===== config.mk =====
export PLATFORM = sky130hd
export DESIGN_NAME = psum_pack
export DESIGN_NICKNAME = d
export VERILOG_FILES = /design/src/rtl/psum_pack.sv
export SDC_FILE = /design/constraint.sdc
export NUM_CORES = 1
export LEC_CHECK = 0
export CAP_MARGIN = 20
export CORE_MARGIN = 4
export CORE_UTILIZATION = 53
export CTS_CLUSTER_SIZE = 30
export DETAILED_ROUTE_END_ITERATION = 10
export GPL_TIMING_DRIVEN = 0
export PLACE_DENSITY_LB_ADDON = 0.2
export SLEW_MARGIN = 30
export SYNTH_ARGS = -nofsm -noshare
export SYNTH_HDL_FRONTEND = slang
export SYNTH_SLANG_ARGS = --single-unit

===== constraint.sdc =====
create_clock -name clk -period 6.45 [get_ports clk]
set_clock_uncertainty 0.2 [all_clocks]
set_input_delay 0.9675 -clock clk [delete_from_list [all_inputs] [get_ports clk]]
set_output_delay 0.9675 -clock clk [all_outputs]
set_load 0.03 [all_outputs]

===== src/rtl/psum_pack.sv =====
// psum_pack: per-channel accumulator that sits downstream of the pe.
// It sums signed partial results for each lane across the input-channel loop,
// packs the four lane sums into one 64-bit word and writes that word to the
// output block RAM through a single-cycle write port. One pe result is
// accepted every cycle, and the block never stalls.
module psum_pack #(
  parameter int DATA_W = 16,
  parameter int LANES  = 4,
  parameter int ADDR_W = 8
) (
  input  logic                          clk,
  input  logic                          rst,
  input  logic                          start,
  input  logic [ADDR_W-1:0]             base_addr,
  input  logic                          in_valid,
  input  logic [DATA_W-1:0]             in_data,
  input  logic [$clog2(LANES)-1:0]      in_chan,
  input  logic                          in_first,
  input  logic                          in_last,
  input  logic                          flush,
  output logic                          out_ena,
  output logic [LANES*DATA_W/8-1:0]     out_wea,
  output logic [ADDR_W-1:0]             out_addr,
  output logic [LANES*DATA_W-1:0]       out_dina,
  output logic                          ovf,
  output logic                          err
);

  localparam int CHAN_W  = $clog2(LANES);
  localparam int WORD_W  = LANES * DATA_W;
  localparam int BE_W    = WORD_W / 8;
  localparam int LANE_BE = DATA_W / 8;

  typedef enum logic [1:0] {IDLE, ACCUM, WRITE} state_t;

  state_t                    state, state_next;
  logic signed [DATA_W-1:0]  acc [LANES];
  logic [LANES-1:0]          done, loaded;
  logic [ADDR_W-1:0]         ptr;
  logic [BE_W-1:0]           wea_q;

  logic [LANES-1:0]          chan_bit, done_next;
  logic                      bad_in, take, trigger, sat_hi, sat_lo, sat_any;
  logic [DATA_W:0]           sum_ext;
  logic [DATA_W-1:0]         lane_new, lane_val;
  logic [WORD_W-1:0]         packed_word;
  logic [BE_W-1:0]           packed_wea;

  // Classify this cycle's input, form the saturated lane update and decide whether a word goes out.
  always_comb begin
    chan_bit          = '0;
    chan_bit[in_chan] = 1'b1;
    bad_in  = in_valid && !start &&
              (((done & chan_bit) != '0) || (!in_first && ((loaded & chan_bit) == '0)));
    take    = in_valid && !start && !bad_in;
    sum_ext = {acc[in_chan][DATA_W-1], acc[in_chan]} + {in_data[DATA_W-1], in_data};
    sat_hi  = !sum_ext[DATA_W] && sum_ext[DATA_W-1];
    sat_lo  = sum_ext[DATA_W] && !sum_ext[DATA_W-1];
    if (in_first)
      lane_new = in_data;
    else if (sat_hi)
      lane_new = {1'b0, {(DATA_W-1){1'b1}}};
    else if (sat_lo)
      lane_new = {1'b1, {(DATA_W-1){1'b0}}};
    else
      lane_new = sum_ext[DATA_W-1:0];
    sat_any   = take && !in_first && (sat_hi || sat_lo);
    done_next = done | ((take && in_last) ? chan_bit : '0);
    trigger   = !start && ((done_next == '1) || (flush && (done_next != '0)));
    packed_word = '0;
    packed_wea  = '0;
    lane_val    = '0;
    for (int i = 0; i < LANES; i++) begin
      lane_val = (take && (in_chan == CHAN_W'(i))) ? lane_new : acc[i];
      packed_word[(LANES-1-i)*DATA_W +: DATA_W] = done_next[i] ? lane_val : '0;
      packed_wea[(LANES-1-i)*LANE_BE +: LANE_BE] = {LANE_BE{done_next[i]}};
    end
  end

  // Lane accumulators, completion flags, word pointer, latched write word and sticky status.
  always_ff @(posedge clk) begin
    if (rst) begin
      for (int i = 0; i < LANES; i++) acc[i] <= '0;
      done     <= '0;
      loaded   <= '0;
      ptr      <= '0;
      wea_q    <= '0;
      out_addr <= '0;
      out_dina <= '0;
      ovf      <= 1'b0;
      err      <= 1'b0;
    end else if (start) begin
      for (int i = 0; i < LANES; i++) acc[i] <= '0;
      done   <= '0;
      loaded <= '0;
      ptr    <= base_addr;
      ovf    <= 1'b0;
      err    <= 1'b0;
    end else begin
      if (bad_in)  err <= 1'b1;
      if (sat_any) ovf <= 1'b1;
      if (trigger) begin
        out_dina <= packed_word;
        wea_q    <= packed_wea;
        out_addr <= ptr;
        ptr      <= ptr + 1'b1;
        for (int i = 0; i < LANES; i++) acc[i] <= '0;
        done   <= '0;
        loaded <= '0;
      end else if (take) begin
        acc[in_chan]    <= lane_new;
        done            <= done_next;
        loaded[in_chan] <= 1'b1;
      end
    end
  end

  // State register.
  always_ff @(posedge clk) begin
    if (rst) state <= IDLE;
    else     state <= state_next;
  end

  // Next state: start wins, a trigger always leads to the one-cycle write, otherwise track activity.
  always_comb begin
    state_next = state;
    if (start)
      state_next = IDLE;
    else if (trigger)
      state_next = WRITE;
    else begin
      case (state)
        IDLE:    if (take) state_next = ACCUM;
        ACCUM:   state_next = ACCUM;
        WRITE:   state_next = take ? ACCUM : IDLE;
        default: state_next = IDLE;
      endcase
    end
  end

  // Write strobes are only driven in the write cycle; address and data simply hold.
  always_comb begin
    out_ena = (state == WRITE);
    out_wea = (state == WRITE) ? wea_q : '0;
  end

endmodule


# ---- Yosys cells after proc, flatten, opt, wreduce, memory -nomap -nowiden
# Memories as Yosys holds them, arrays and structs flattened.
# Cells that the tools add are included.
dict set report classes {
  magnitude_cmp 2
  n_reduce_logical 34
  eq_ne 8
  n_addsub 2
  muxes 46
  bitwise 13
}
# cell count
set op_table {}
lappend op_table {{two-way mux 16 bit} 20}
lappend op_table {{two-way mux 8 bit} 3}
lappend op_table {{adder 16 x 16 -> 17 bit} 1}
lappend op_table {{two-way mux 1 bit} 17}
lappend op_table {{logical AND 1 bit} 16}
lappend op_table {{OR reduction 16 bit} 1}
lappend op_table {{adder 8 x 1 -> 8 bit (second input constant)} 1}
lappend op_table {{AND 4 bit} 2}
lappend op_table {{OR 1 bit} 8}
lappend op_table {{OR 4 bit} 2}
lappend op_table {{nonzero test 4 bit} 2}
lappend op_table {{equality test 2 bit (second input constant)} 3}
lappend op_table {{two-way mux 2 bit} 3}
lappend op_table {{case mux 2 bit (3 select lines)} 1}
lappend op_table {{zero test 1 bit} 5}
lappend op_table {{equality test 2 x 1 -> 1 bit (second input constant)} 2}
lappend op_table {{equality test 4 bit (second input constant)} 1}
lappend op_table {{zero test 2 bit} 2}
lappend op_table {{zero test 4 bit} 1}
lappend op_table {{two-way mux 4 bit} 1}
lappend op_table {{logical OR 1 bit} 3}
lappend op_table {{less-than comparator 2 x 3 -> 1 bit (second input constant)} 1}
lappend op_table {{inequality test 3 bit (second input constant)} 1}
lappend op_table {{OR reduction 3 bit} 1}
lappend op_table {{7 further kinds} 7}
dict set report word_totals {
  ff_bits 99
  mem_count 1
  wordCells 116
  ramBits 64
  input_bits 33
}
# name words word_bits rd rd_clocked_by_memory_dff wr line
set memory_table {}
lappend memory_table {acc 4 16 5 0 4 37} ;# logic signed [DATA_W-1:0] acc [LANES];

# ---- Depth between registers and ports, before layout
# Gate-level depths: netlist of the first run.
dict set report depth {
  depth_word 24
  ltp_mapped 23
}

# ---- Least setup slack after synthesis of the first run
# No wires, ideal clock.
dict set report synth_path {
  kind {input port to flip-flop}
  start {input port in_chan[0]}
  end {register out_dina[24]}
  n_path_buf 4
  t_arrival_ns 5.657
  cell_stages 19
  path_slack_ns 0.476
  required_ns 6.133
  path_cell_list {buf_2 > clkbuf_1 > buf_1 > mux4_2 > ha_1 > a21oi_1 > o21ai_0 > nor3b_1 > a21oi_1 > a21o_1 > a21oi_1 > xnor2_1 > ha_1 > clkbuf_1 > nor2b_1 > a21o_1 > a211oi_1 > o21ai_0 > a22o_1}
}
dict set report synth_between {
  elab_chain_len 19
  elab_cells_between_ends 36
  classes_between {add/sub: 1; order compare: 2; eq/ne: 2; mux: 8; bitwise: 3; reduce/logical: 19; memory: 1}
}
# item line
set synth_lines {}
lappend synth_lines {{from (decl)} 17} ;# input logic [$clog2(LANES)-1:0] in_chan,
lappend synth_lines {{less-than comparator 2 x 3 -> 1 bit (not written as such) / >= comparator 2 x 1 -> 1 bit (equally long branches)} 52} ;# chan_bit[in_chan] = 1'b1;
lappend synth_lines {{logical AND 1 bit (not written as such)} 52}
lappend synth_lines {{two-way mux 1 bit (not written as such)} 52}
lappend synth_lines {{demux 1 bit (select 2 bit)} 52}
lappend synth_lines {{AND 4 bit} 54} ;# (((done & chan_bit) != '0) || (!in_first && ((loaded & chan_bit) == '0)));
lappend synth_lines {{zero test 4 bit} 54}
lappend synth_lines {{logical AND 1 bit} 54}
lappend synth_lines {{logical OR 1 bit} 54}
lappend synth_lines {{[... 3 more ...]} n/a}
lappend synth_lines {{logical AND 1 bit} 68} ;# done_next = done | ((take && in_last) ? chan_bit : '0);
lappend synth_lines {{two-way mux 4 bit} 68}
lappend synth_lines {{OR 4 bit} 68}
lappend synth_lines {{nonzero test 4 bit} 69} ;# trigger = !start && ((done_next == '1) || (flush && (done_next != '0)));
lappend synth_lines {{logical AND 1 bit} 69}
lappend synth_lines {{logical OR 1 bit} 69}
lappend synth_lines {{logical AND 1 bit} 69}
lappend synth_lines {{AND reduction 2 bit (no source line)} n/a}
lappend synth_lines {{to (signal assigned)} 103} ;# out_dina <= packed_word;
lappend synth_lines {{to (decl)} 24} ;# output logic [LANES*DATA_W-1:0] out_dina,
# Several ways; a longest one is shown, not always the timed one.
# A chain may end at the register's enable or synchronous reset.

# ---- Final worst setup path of the first run
dict set report layout_path {
  start {input port in_chan[0]}
  end {register out_dina[13]}
}
# Same word-level chain as after synthesis.

==> results of run 1 <==
[kinds of logic after synthesis]
group | after synthesis | synth area share, %
buf+inv | 68 | 3.70
fa+ha+maj | 20 | 3.33
flops | 160 | 49.6
compound gates | 225 | 18.5
simple gates | 315 | 17.9
xor+xnor | 11 | 1.24
mux | 22 | 5.76
[Yosys cell counts, types with 2 or more instances]
master / count / area share (%)
a21o_1: 4 / 0.39
a221oi_1: 3 / 0.34
nor3_1: 14 / 0.90
nand3_1: 11 / 0.71
a211oi_1: 11 / 1.1
and3_1: 9 / 0.73
o21a_1: 4 / 0.39
a211o_1: 4 / 0.45
a21oi_1: 58 / 3.7
o21ai_0: 67 / 4.3
or4_1: 2 / 0.19
dfxtp_1: 96 / 25
a32oi_1: 2 / 0.23
nor2_1: 115 / 5.6
mux4_2: 18 / 5.2
o21ai_1: 9 / 0.58
nor4_1: 3 / 0.24
nand2b_1: 8 / 0.65
buf_1: 4 / 0.19
mux2i_1: 3 / 0.39
nand4_1: 3 / 0.24
a22o_1: 34 / 3.8
or3_1: 5 / 0.40
nor3b_2: 2 / 0.32
nand2_1: 119 / 5.8
or2_2: 4 / 0.32
inv_1: 17 / 0.82
o31a_1: 3 / 0.34
clkbuf_1: 32 / 1.6
and2_1: 5 / 0.40
buf_4: 5 / 0.48
edfxtp_1: 64 / 25
o31ai_1: 10 / 0.97
ha_1: 19 / 3.1
nor2_2: 4 / 0.32
nor2b_1: 7 / 0.57
o22ai_1: 3 / 0.24
buf_2: 9 / 0.58
xor2_1: 5 / 0.57
xnor2_1: 6 / 0.68
[cells in the final DEF, fill, tap and decap left out, drive strengths merged, types with 3 or more instances in the layout]
cell and n:
nand2 119, nor2 119, clkdlybuf4s50 112, dfxtp 96, o21ai 76, edfxtp 64, a21oi 58, clkbuf 50
a22o 34, ha 19, mux4 18, inv 18, buf 18, nor3 15, nand3 11, a211oi 11
o31ai 10, and3 9, nand2b 8, clkinv 8, nor2b 7, xnor2 6, and2 5, or3 5
xor2 5, a21o 4, o21a 4, or2 4, a211o 4, nand4 3, o31a 3, o22ai 3
a221oi 3, mux2i 3, nor4 3, clkinvlp 3, nor3b 3
[flip-flops by register name, indices dropped and copies added (netlist names)]
name	cells
acc	64
out_dina	64
out_addr	8
ptr	8
done	4
loaded	4
wea_q	4
state	2
err	1
ovf	1
[critical path, cell delays in order]
cell      delay, ps
buf_2           380
buf_2           420
mux4_2          600
ha_1            290
clkbuf_1        290
nand2_1          90
o21ai_0         370
nor3b_1         130
a21oi_1         210
a21o_1          150
a21oi_1          70
xnor2_1         140
ha_1            180
clkbuf_1        220
nor2_1          420
nand2_1         100
a211o_1         280
o211ai_1        340
nor2_1           90
a21oi_1         280
o21ai_0         110
[routing by layer]
metal  wire [µm]  vias up  track usage [%]  share of wire [%]
met5           0        -                0                  0
met4         366        0             7.72                1.7
met3        2010       32             5.19                9.2
met2       10300      368             42.8                 47
met1        9120     3245             37.4                 42
li1            -     3215                -                  -
[stage by stage]
stage / area (µm²) / setup TNS, ps / cells / util [%]
finish: 9680 / 0 / 1145 / 68.7
global route: 9680 / 0 / 1145 / 68.7
CTS: 9680 / 0 / 1146 / 68.7
detailed placement: 9110 / -37430 / 1114 / 64.6
global placement: 9090 / -28010 / 1113 / 64.5
floorplan: 7750 / 0 / 821 / -
[worst max path at each step]
stage	start	cells after the start	slack (ps)	end
final	in_chan[0]	21	420	out_dina[13]
after global routing	in_chan[0]	21	10	out_dina[13]
after CTS	in_chan[0]	22	50	out_dina[13]
after detailed placement	in_chan[0]	21	-680	out_dina[23]
after global placement	in_chan[0]	20	-800	out_dina[23]
after floorplan	in_chan[0]	19	480	out_dina[24]
[layout make-up]
| cell class | instances | area share [%] |
|---|---|---|
| Inverter | 17 | 0.659 |
| Buffer | 50 | 2.30 |
| Sequential cell | 160 | 39.7 |
| Clock buffer | 18 | 4.43 |
| Tap cell | 180 | 2.33 |
| Timing Repair Buffer | 113 | 11.7 |
| Clock inverter | 14 | 1.47 |
| Multi-Input combinational cell | 593 | 37.4 |
[timing repair]
action,CTS,global route
gates cloned,0,0
setup endpoints to repair,25,59
pin swaps,0,0
resized for setup,1,4
[report_power, final]
part	leakage (nW)	switching, mW	internal (mW)
logic	1.87	0.212	0.118
registers	1.49	0.0183	1.08
clock network	0.269	0.409	0.568
total	3.63	0.639	1.76
==> flow_summary.toml, run 1 <==
[routing]
post-route-drc-count = 0
drtIter0Drc = 693
vias = 6860
wl_per_cell_um = 19.0
routed_wl_um = 21800
antenna_left = 0
avgViaCountPerCell = 5.99
firstDrtPassIters = 6

[final_layout]
register_area_um2 = 3840
fill_cells = 1140
diodes = 0
drive_gt1_share_pct = 8.39
area_delta_synth_final_pct = 24.9
final_nets = 1005
multi_input_area_um2 = 3620

[logic_synthesis]
syn_nets = 874
async_flop_share_pct = 0
syn_area_um2 = 7750
avgSynthCellArea_um2 = 9.44
ys_ff_latch = 160
synth_top_flop_cell = "dfxtp_1"
synth_edf_count = 64
yosysUniqueCellTypes = 60
ys_warn_count = 0
ys_seq_area_share_pct = 49.6
syn-instance-count = 821

[floorplanning]
pin_count = 116
core_um2 = 14100
die_height_um = 129
chipWidth_um = 129
initial_utilization_pct = 55.0
rows = 43
dieArea_um2 = 16600

[worst_setup_path]
reg2reg_depth = 19
setup.worst_path.class = "input pin to register"
reg2reg_to = "out_dina[13]"
r2r_slack_ps = 1170
critical_path_arrival_ps = 6130
start_kind = "input pin"
reg2reg_from = "acc[2][0]"
crit_fanout = 17
crit_path_end_kind = "register"
required_ps = 6550

[global_routing]
antenna_found_initial = 0
grt_max_degree = 17
grtUsageTotal_pct = 26.8
grt_pass1_vias = 6590
grt_pass1_wl_um = 34600
overflow = 0

[clock_tree]
cts_buffer_depth = 2
insertion_delay_ps = 430
cts_buffers = 17
htreeDepth = 4
cts_setup_buffers = 0
cts_tree = "built"
cts.hold.buffers_added = 0
cts_root_buffer = "clkbuf_16"
numClockSinks = 160
clkTransAtPathRegs_ps = 60

[timing]
relSlewSlack_pct = 47.4
max_freq_mhz = 166
worstMarginPinSlew_ps = 784
setup_viol = 0
final-max-slew-violation-count = 0
period_needed_ps = 6030
finalHoldViolCount = 0
whs_ps = 243
rsz0062_at_grt = "false"
fin_crit_sh_pct = 93.5
setup_ws_ps = 416

[place]
place_ws_ps = -677
dp_hpwl_um = 16400
portBuffers = 112
place_congestion = 0.915

[hold_path]
whs_endpoint = "wea_q[5]"
min_path_type = "register to register"
hold_path.startpoint = "wea_q[5]"
hold_depth = 2

[power_and_ir_drop]
ir_drop_uv = 124
power_density_nw_per_um2 = 248
leakagePower_nw = 3.63
p_total_mw = 2.40

[outcome]
status = "finished, final reports clean"

[job]
cap_violations = 0
(Power assumes the default switching activity.)
==> inputs of run 2 (changes only) <==
--- a/config.mk
+++ b/config.mk
@@ -6,7 +6,7 @@
 export NUM_CORES = 1
 export LEC_CHECK = 0
 export CAP_MARGIN = 20
-export CORE_MARGIN = 4
+export CORE_MARGIN = 2
 export CORE_UTILIZATION = 53
 export CTS_CLUSTER_SIZE = 30
 export DETAILED_ROUTE_END_ITERATION = 10
==> flow_summary.toml, run 2 (synthesized netlist as in run 1, its figures left out) <==
[clock_tree]
numClockSinks = 160
cts_buffers = 17
htreeDepth = 4
cts_setup_buffers = 0
cts_buffer_depth = 2
cts_root_buffer = "clkbuf_16"
cts.hold.buffers_added = 0
insertion_delay_ps = 430
clkTransAtPathRegs_ps = 60
cts_tree = "built"

[hold_path]
min_path_type = "register to register"
hold_path.startpoint = "wea_q[3]"

[routing]
firstDrtPassIters = 5
post-route-drc-count = 0
antenna_left = 0
drtIter0Drc = 633
drt-met1-wl_um = 9630
vias = 6802
avgViaCountPerCell = 5.92
highest_layer = "met4"
wl_met3_um = 1720
wl_met2_um = 9990
routed_wl_um = 21900
wl_per_cell_um = 19.0

[global_routing]
antenna_found_initial = 0
overflow = 0
grt_pass1_vias = 6394
grt_pass1_wl_um = 34300
grt_max_degree = 18
grtUsageTotal_pct = 28.1

[timing]
tns_ps = 0
final-max-slew-violation-count = 0
fin_crit_sh_pct = 91.9
rsz0062_at_grt = "false"
max_freq_mhz = 169
relSlewSlack_pct = 47.1
setup_ws_ps = 520
finalHoldViolCount = 0
worstMarginPinSlew_ps = 788
setup_viol = 0
period_needed_ps = 5930

[final_layout]
final_cell_mix = "nand2_1, nor2_1, clkdlybuf4s50_1"
fin_util_pct = 67.3
fin_area_um2 = 9710
stdcell_count = 1149
diodes = 0
top_regs = "acc: 64 flops, out_dina: 64 flops"
mostFrequentLayoutCell = "nand2_1"
fill_cells = 1196
area_delta_synth_final_pct = 25.4
drive_gt1_share_pct = 8.91
final_nets = 1005

[power_and_ir_drop]
leakagePower_nw = 3.66
ir_drop_uv = 159
power_density_nw_per_um2 = 252

[floorplanning]
die_height_um = 125
chipWidth_um = 125
initial_utilization_pct = 53.7
core_um2 = 14400
pin_count = 116
rows = 44
dieArea_um2 = 15600

[worst_setup_path]
crit_path_end_kind = "register"
reg2reg_from = "acc[2][0]"
critical_path_arrival_ps = 6030
crit_fanout = 10
start_kind = "input pin"
setup.worst_path.start = "in_chan[1]"
setup.worst_path.class = "input pin to register"
required_ps = 6550

[place]
portBuffers = 112
dp_hpwl_um = 16500
dp.cells = 1118
post_dp_cell_area_um2 = 9110
place_congestion = 0.885
place_ws_ps = -731

[outcome]
status = "finished, final reports clean"

[job]
cap_violations = 0
==> run 2: changes by cell type in the layout (fill, tap and decap cells not counted) <==
cell | previous run | this run
nor2_1 | 115 | 114
clkbuf_1 | 30 | 29
clkbuf_2 | 3 | 4
clkinv_1 | 3 | 0
clkinvlp_4 | 3 | 1
nor2_2 | 4 | 5
clkinv_2 | 1 | 5
bufinv_16 | 2 | 3
==> run 2: critical path, cell delays in order <==
cell and delay, ps:
clkbuf_1 290, clkbuf_2 380, clkbuf_2 330, mux4_2 380, ha_1 290, clkbuf_1 280
nand2_1 80, o21ai_0 390, nor3b_1 140, a21oi_1 220, a21o_1 150, a21oi_1 70
xnor2_1 140, ha_1 180, clkbuf_1 230, nor2_2 310, nand2_1 90, a211o_1 260
o211ai_1 320, nor2_1 90, a21oi_1 280, o21ai_0 140
==> run 2: metal layers <==
layer	vias to the layer above	GRT usage (%)
met3	42	6.01
met2	309	43.4
met4	0	9.74
met1	3230	39.5
li1	3221	-
met5	-	0
==> run 2: where the power goes <==
| part | internal, mW | total [mW] | switching (mW) |
|---|---|---|---|
| Clock | 0.608 | 1.02 | 0.416 |
| Combinational | 0.118 | 0.329 | 0.211 |
| Sequential | 1.08 | 1.10 | 0.0188 |
==> run 2: cell type report <==
type / count / area, µm² / share of cell area [%]
repair buffers: 113 / 1130 / 11.6
multi-input cells: 593 / 3630 / 37.3
flip-flops and latches: 160 / 3840 / 39.6
inverters: 17 / 63.8 / 0.657
clock buffers: 18 / 429 / 4.42
well taps: 184 / 230 / 2.37
plain buffers: 50 / 224 / 2.31
clock inverters: 14 / 166 / 1.71
==> run 2: path summary, 6_finish.rpt <==
check | cells after the start | slack, ps | to
max | 22 | 520 | out_dina[13]
min | 2 | 240 | wea_q[3]
max reg2reg | 19 | 1270 | out_dina[13]
min reg2reg | 2 | 240 | wea_q[3]
==> run 2: metrics by stage <==
stage	hold slack (ps)	power, mW
global placement	225	1.43
floorplan	215	1.33
detailed placement	233	1.44
global route	253	2.52
CTS	244	2.44
finish	240	2.45
==> run 2: timing repair <==
action	in CTS	in global routing
pin swaps	0	0
resized for setup	1	7
setup endpoints to repair	33	58
